<file path="config.mk">
export PLATFORM = sky130hd
export DESIGN_NAME = dft_sequencer
export DESIGN_NICKNAME = d
export VERILOG_FILES = /design/src/rtl/dft_sequencer_pkg.sv /design/src/rtl/dft_sequencer_idx_counter.sv /design/src/rtl/dft_sequencer.sv
export SDC_FILE = /design/constraint.sdc
export NUM_CORES = 1
export LEC_CHECK = 0
export ABC_AREA = 1
export CAP_MARGIN = 20
export CORE_MARGIN = 3
export CORE_UTILIZATION = 52
export DETAILED_ROUTE_END_ITERATION = 12
export GPL_TIMING_DRIVEN = 0
export PLACE_DENSITY_LB_ADDON = 0.15
export SYNTH_ARGS = -nofsm -noshare
export SYNTH_HDL_FRONTEND = slang
export SYNTH_SLANG_ARGS = --single-unit
</file>
<file path="constraint.sdc">
create_clock -name clk -period 2.2 [get_ports clk]
set_input_delay 0.66 -clock clk [delete_from_list [all_inputs] [get_ports clk]]
set_output_delay 0.66 -clock clk [all_outputs]
set_load 0.03 [all_outputs]
</file>
<file path="src/rtl/dft_sequencer_pkg.sv">
// dft_sequencer_pkg: shared widths and state encoding for the direct-DFT sequencer.
package dft_sequencer_pkg;

    localparam int DEF_IDX_W  = 12;
    localparam int RD_LAT_MAX = 4;

    typedef logic [2:0] seq_state_t;

    localparam seq_state_t S_IDLE    = 3'd0;
    localparam seq_state_t S_LOAD    = 3'd1;
    localparam seq_state_t S_FLUSH_L = 3'd2;
    localparam seq_state_t S_COMPUTE = 3'd3;
    localparam seq_state_t S_FLUSH_C = 3'd4;
    localparam seq_state_t S_WRITE   = 3'd5;
    localparam seq_state_t S_DONE    = 3'd6;

endpackage

</file>
<file path="src/rtl/dft_sequencer_idx_counter.sv">
// dft_sequencer_idx_counter: wrapping index counter 0..max with synchronous clear.
module dft_sequencer_idx_counter
    import dft_sequencer_pkg::*;
#(
    parameter int W = DEF_IDX_W
) (
    input  logic         clk,
    input  logic         n_Reset,
    input  logic         ce_i,
    input  logic         clr_i,
    input  logic [W-1:0] max_i,
    output logic [W-1:0] value_o,
    output logic         last_o
);

    logic [W-1:0] value_q, value_d;

    assign last_o  = value_q == max_i;
    assign value_o = value_q;
    assign value_d = clr_i ? '0 : !ce_i ? value_q : last_o ? '0 : value_q + 1'b1;

    always_ff @(posedge clk or negedge n_Reset) begin
        if (!n_Reset) value_q <= '0;
        else          value_q <= value_d;
    end

endmodule

</file>
<file path="src/rtl/dft_sequencer.sv">
// dft_sequencer: pipeline-aware scheduler for the DFT load, k/n sweep and per-bin write-back.
module dft_sequencer
    import dft_sequencer_pkg::*;
#(
    parameter int IDX_W  = DEF_IDX_W,
    parameter int RD_LAT = 1
) (
    input  logic             clk,
    input  logic             n_Reset,
    input  logic             enable,
    input  logic             start,
    input  logic             abort,
    input  logic             result_ack,
    input  logic [IDX_W-1:0] sample_num,
    output logic             load_nCompute,
    output logic             ram_rd,
    output logic             cache_we,
    output logic [IDX_W-1:0] cache_wadr,
    output logic [IDX_W-1:0] n_index,
    output logic [IDX_W-1:0] k_index,
    output logic             acc_ce,
    output logic             acc_clr,
    output logic             result_we,
    output logic             calc_end,
    output logic             busy,
    output logic [2:0]       state_o
);

    localparam int FL_W = $clog2(RD_LAT_MAX);

    seq_state_t                   state_q, state_d;
    logic [IDX_W-1:0]             max_q, max_d;
    logic [FL_W-1:0]              fcnt_q, fcnt_d;
    logic [RD_LAT-1:0]            ld_q, iss_q;
    logic [RD_LAT-1:0][IDX_W-1:0] adr_q;
    logic                         kill, go, issue, in_flush, f_done;
    logic                         n_last, k_last, idx_clr, k_ce;

    // Abort and loss of enable beat every other transition, including a pending start.
    assign kill     = (abort || !enable) && state_q != S_IDLE;
    assign go       = state_q == S_IDLE && enable && start && !abort && sample_num != '0;
    assign issue    = state_q == S_LOAD || state_q == S_COMPUTE;
    assign in_flush = state_q == S_FLUSH_L || state_q == S_FLUSH_C;
    assign f_done   = fcnt_q == FL_W'(RD_LAT - 1);
    assign idx_clr  = kill || (state_q == S_DONE && result_ack);
    assign k_ce     = state_q == S_WRITE && !k_last;
    assign max_d    = go ? sample_num - 1'b1 : max_q;
    assign fcnt_d   = (in_flush && !f_done && !kill) ? fcnt_q + 1'b1 : '0;

    always_comb begin
        state_d = state_q;
        case (state_q)
            S_IDLE:    state_d = go ? S_LOAD : S_IDLE;
            S_LOAD:    state_d = n_last ? S_FLUSH_L : S_LOAD;
            S_FLUSH_L: state_d = f_done ? S_COMPUTE : S_FLUSH_L;
            S_COMPUTE: state_d = n_last ? S_FLUSH_C : S_COMPUTE;
            S_FLUSH_C: state_d = f_done ? S_WRITE : S_FLUSH_C;
            S_WRITE:   state_d = k_last ? S_DONE : S_COMPUTE;
            S_DONE:    state_d = result_ack ? S_IDLE : S_DONE;
            default:   state_d = S_IDLE;
        endcase
        if (kill) state_d = S_IDLE;
    end

    // Read-latency delay lines: newest entry at bit 0, tap at RD_LAT-1.
    always_ff @(posedge clk or negedge n_Reset) begin
        if (!n_Reset) begin
            state_q <= S_IDLE;
            max_q   <= '0;
            fcnt_q  <= '0;
            ld_q    <= '0;
            iss_q   <= '0;
            adr_q   <= '0;
        end else begin
            state_q <= state_d;
            max_q   <= max_d;
            fcnt_q  <= fcnt_d;
            if (kill) begin
                ld_q  <= '0;
                iss_q <= '0;
                adr_q <= '0;
            end else begin
                ld_q  <= RD_LAT'({ld_q, state_q == S_LOAD});
                iss_q <= RD_LAT'({iss_q, state_q == S_COMPUTE});
                adr_q <= (RD_LAT * IDX_W)'({adr_q, n_index});
            end
        end
    end

    dft_sequencer_idx_counter #(.W(IDX_W)) u_n_cnt (
        .clk     (clk),
        .n_Reset (n_Reset),
        .ce_i    (issue),
        .clr_i   (idx_clr),
        .max_i   (max_q),
        .value_o (n_index),
        .last_o  (n_last)
    );

    dft_sequencer_idx_counter #(.W(IDX_W)) u_k_cnt (
        .clk     (clk),
        .n_Reset (n_Reset),
        .ce_i    (k_ce),
        .clr_i   (idx_clr),
        .max_i   (max_q),
        .value_o (k_index),
        .last_o  (k_last)
    );

    assign ram_rd        = state_q == S_LOAD;
    assign load_nCompute = !(state_q == S_COMPUTE || state_q == S_FLUSH_C || state_q == S_WRITE);
    assign cache_we      = ld_q[RD_LAT-1];
    assign cache_wadr    = adr_q[RD_LAT-1];
    assign acc_ce        = iss_q[RD_LAT-1];
    assign acc_clr       = state_q == S_WRITE || kill;
    assign result_we     = state_q == S_WRITE && !kill;
    assign calc_end      = state_q == S_DONE;
    assign busy          = state_q != S_IDLE && state_q != S_DONE;
    assign state_o       = state_q;

endmodule

</file>
==> implementation parameters <==
Parameter                              Value

Global route
  Grt total ovfl    0
  Wire length of the first global-routing pass    13.92 mm
  Largest net degree at the start of global routing    37
  Number of global-route vias before repair    2952
  Overall track demand over capacity in global routing    0.2348
  Initial antenna violation count    0

Placement
  HPWL after DPL    6.383 mm
  Inst Count DP    591
  Placed standard-cell area    4119 sq um
  Routability Congestion    0.9048
  Number of port buffers    64

STA
  Worst Hold Margin    0.2812 ns
  Worst-margin pin slew    0.4693 ns
  Number of setup violations in the final report    0
  Max-slew violation count    0
  Final critical-path share of the clock period    0.9833
  Max Freq    462.2 MHz
  Setup skew after layout    0.009998 ns
  RSZ-0062 raised after global routing    false
  Worst slew margin relative to its limit    0.6872
  Final Critical Period    2.163 ns
  Final hold violations    0

Job
  Maxcap violations    0

Final layout
  Count of nets after finishing    552
  FILL cells    546
  Count of inserted antenna diode cells    0
  Final Cell Area    4263 sq um
  Final design utilization    0.6993
  Area growth from synthesis to layout    26.70%
  Share of post-route cells with drive strength above 1    0.1210
  Fin cells    604

Power
  Static Leakage    2.175 nW
  Power Density    782.3 nW/um^2
  Flop pwr share    0.412
  Share of total power consumed by net switching    0.4238
  Net switching power    0.001413 W
  Share of total power in the clock network    0.167
  Combinational power share    0.420
  Maximum ir drop on the vdd rail    587.5 uV
  Power Internal    0.001921 W

Clocking
  H-Tree Depth    2
  Total CTS buffers    5
  Clock tree root buffer cell    sky130_fd_sc_hd__clkbuf_8
  TritonCTS clock tree    yes
  Clock-pin slew on the worst setup and hold paths    0.10 ns
  Total clock sinks    55
  Insertion delay to the later sink of the worst-skew pair    0.32 ns
  Number of buffers between clock root and the deepest sink    2

Yosys
  Yosys top cell by area    sky130_fd_sc_hd__dfrtp_1
  Primary flip-flop cell chosen by synthesis mapping    sky130_fd_sc_hd__dfrtp_1
  Most numerous cell in the Yosys netlist    sky130_fd_sc_hd__nand2_1
  Post-synthesis instance area    3364 sq um
  Gate Count Post-Synth    451
  Portion of synthesized cell area occupied by the leading cell type    0.4091
  Nets in the synthesized netlist    474
  Average cell area after synthesis    7.460 sq um
  Total of flip-flops plus latches after synthesis    55
  Warning count from the yosys run    0
  Share of synthesized area occupied by flip-flops and latches    0.4091
  Post-synth EDFFs    0
  Post-synth cell types    32
  Cell types occupying the most area after synthesis    sky130_fd_sc_hd__dfrtp_1 41%, sky130_fd_sc_hd__nand2_1 12%, sky130_fd_sc_hd__nor2_1 7.6%, sky130_fd_sc_hd__inv_1 7.1%, sky130_fd_sc_hd__xor2_1 4.2%
  Post-synth ARST share    1.000
  Cell types with the highest counts after synthesis    109 x sky130_fd_sc_hd__nand2_1, 68 x sky130_fd_sc_hd__nor2_1, 64 x sky130_fd_sc_hd__inv_1, 55 x sky130_fd_sc_hd__dfrtp_1, 22 x sky130_fd_sc_hd__nand3_1

Detailed routing
  Antenna-violating nets left    0
  Number of DRC markers after the initial detailed-route iteration    246
  Count of unresolved DRC violations after routing    0
  Wire length reported by the detailed router    8.307 mm
  Routed wirelength normalized by instance count    13.75 microns
  Total number of vias    3148
  Via-to-Cell Ratio    5.212
  DR pass1 iterations    5

Critical path
  WP data required    1.54 ns
  Kind of start point of the critical path    flop
  Slowest Stage Delay on Critical Path    0.72 ns
  Endpoint class of the critical path    primary output
  Highest fanout seen on the critical path    5
  Crit path arrival time    1.50 ns
  Critical path cell sequence    clkdlybuf4s50_1
  Path type of the worst setup path    flop to primary output
  Top Family by Delay on Critical Path    buffers and inverters
  Worst R2R Setup Slack    0.45 ns
  Combined buffer and inverter count along the critical path    1
  Slowest CP cell    sky130_fd_sc_hd__clkdlybuf4s50_1

Floorplan
  Core Box Area    6096 sq um
  DIE AREA    7471 sq um
  Effective utilization at floorplan    0.5519
  Die Span Y    86.44 microns
  Top-Level Pins    65
  FP Rows    28
  Floorplan die width    86.44 microns

Hold path
  Path category of the worst min-delay check    input port to asynchronous set/reset pin

Status
  Run status    finished clean
## timing repair
| item | 4_1_cts | 5_1_grt |
|---|---|---|
| endpoints found under the hold margin | 0 | 0 |
| pin swaps | 3 | 2 |
| gates cloned | 0 | 0 |
| buffers inserted | 4 | 2 |
| endpoints found under the setup margin | 9 | 10 |
| resized for setup | 42 | 11 |
| hold buffers | 0 | 0 |
## final timing paths
path | from | end | depth (start not counted)
max in group asynchronous | n_Reset | state_o[2]$_DFF_PN0_ | 2
worst min register to register | fcnt_q[0]$_DFF_PN0_ | fcnt_q[0]$_DFF_PN0_ | 1
min in group clk | fcnt_q[0]$_DFF_PN0_ | fcnt_q[0]$_DFF_PN0_ | 1
worst max register to register | u_n_cnt.value_o[9]$_DFFE_PN0P_ | u_n_cnt.value_o[2]$_DFFE_PN0P_ | 10
worst min-delay path | n_Reset | cache_wadr[6]$_DFF_PN0_ | 1
worst max-delay path | u_k_cnt.value_o[10]$_DFFE_PN0P_ | k_index[10] | 1
## state kept, by name, indices dropped and copies added (netlist names)
signal,count
acc_ce,1
cache_wadr,12
cache_we,1
state_o,3
max_q,12
fcnt_q,2
u_n_cnt.value_o,12
u_k_cnt.value_o,12
## placed cells by master (no fill, tap or decap), types with 7 or more instances in the layout
cell type / instances
sky130_fd_sc_hd__nand2_2: 9
sky130_fd_sc_hd__clkdlybuf4s50_1: 47
sky130_fd_sc_hd__nor2_1: 65
sky130_fd_sc_hd__nand3_1: 22
sky130_fd_sc_hd__nand4_1: 18
sky130_fd_sc_hd__o21ai_0: 14
sky130_fd_sc_hd__xor2_1: 16
sky130_fd_sc_hd__buf_2: 7
sky130_fd_sc_hd__nand2_1: 107
sky130_fd_sc_hd__inv_1: 61
sky130_fd_sc_hd__buf_4: 7
sky130_fd_sc_hd__dfrtp_1: 52
sky130_fd_sc_hd__o21ai_1: 10
sky130_fd_sc_hd__nor3_1: 10
sky130_fd_sc_hd__xnor2_1: 15
## per-stage QoR
step	total power, W	setup TNS, ns	worst slack, ns
2_1_floorplan	0.002277	0	0.04978
3_3_place_gp	0.002729	-67.84	-1.399
3_5_place_dp	0.002764	-1.961	-0.6757
4_1_cts	0.003330	-0.005826	-0.005826
5_1_grt	0.003537	0	0.007838
6_report	0.003335	0	0.03664
## power by group through the flow
stage,Clock [W],Combinational (W),Sequential [W]
after floorplan,0,0.000794,0.00148
after global placement,0,0.00134,0.00138
after detailed placement,0,0.00138,0.00139
after CTS,0.000565,0.00139,0.00137
after global routing,0.000606,0.00153,0.00140
final,0.000558,0.00140,0.00138
## cell type report
type | count | area (sq um) | area share
multi-input combinational | 317 | 1680 | 0.3942
sequential | 55 | 1380 | 0.3237
timing repair buffer | 71 | 694.4 | 0.1629
inverter | 68 | 265.3 | 0.06222
tap | 75 | 93.84 | 0.02201
clock buffer | 5 | 68.82 | 0.01614
buffer | 11 | 66.31 | 0.01556
clock inverter | 2 | 13.76 | 0.003229
## metal layers
layer  track usage  routed length [microns]
met5             0                        0
met4       0.06091                      128
met3       0.02376                      456
met2        0.3880                     3894
met1        0.3311                     3828
## kinds of logic after synthesis
group	synth area share
AND/OR/NAND/NOR	0.3358
flip-flops	0.4091
AO/OA/AOI/OAI	0.05913
adder cells (fa/ha/maj)	0.01859
buffers and inverters	0.09669
XOR/XNOR	0.08070
No activity file was read; power rests on OpenSTA's default activity.
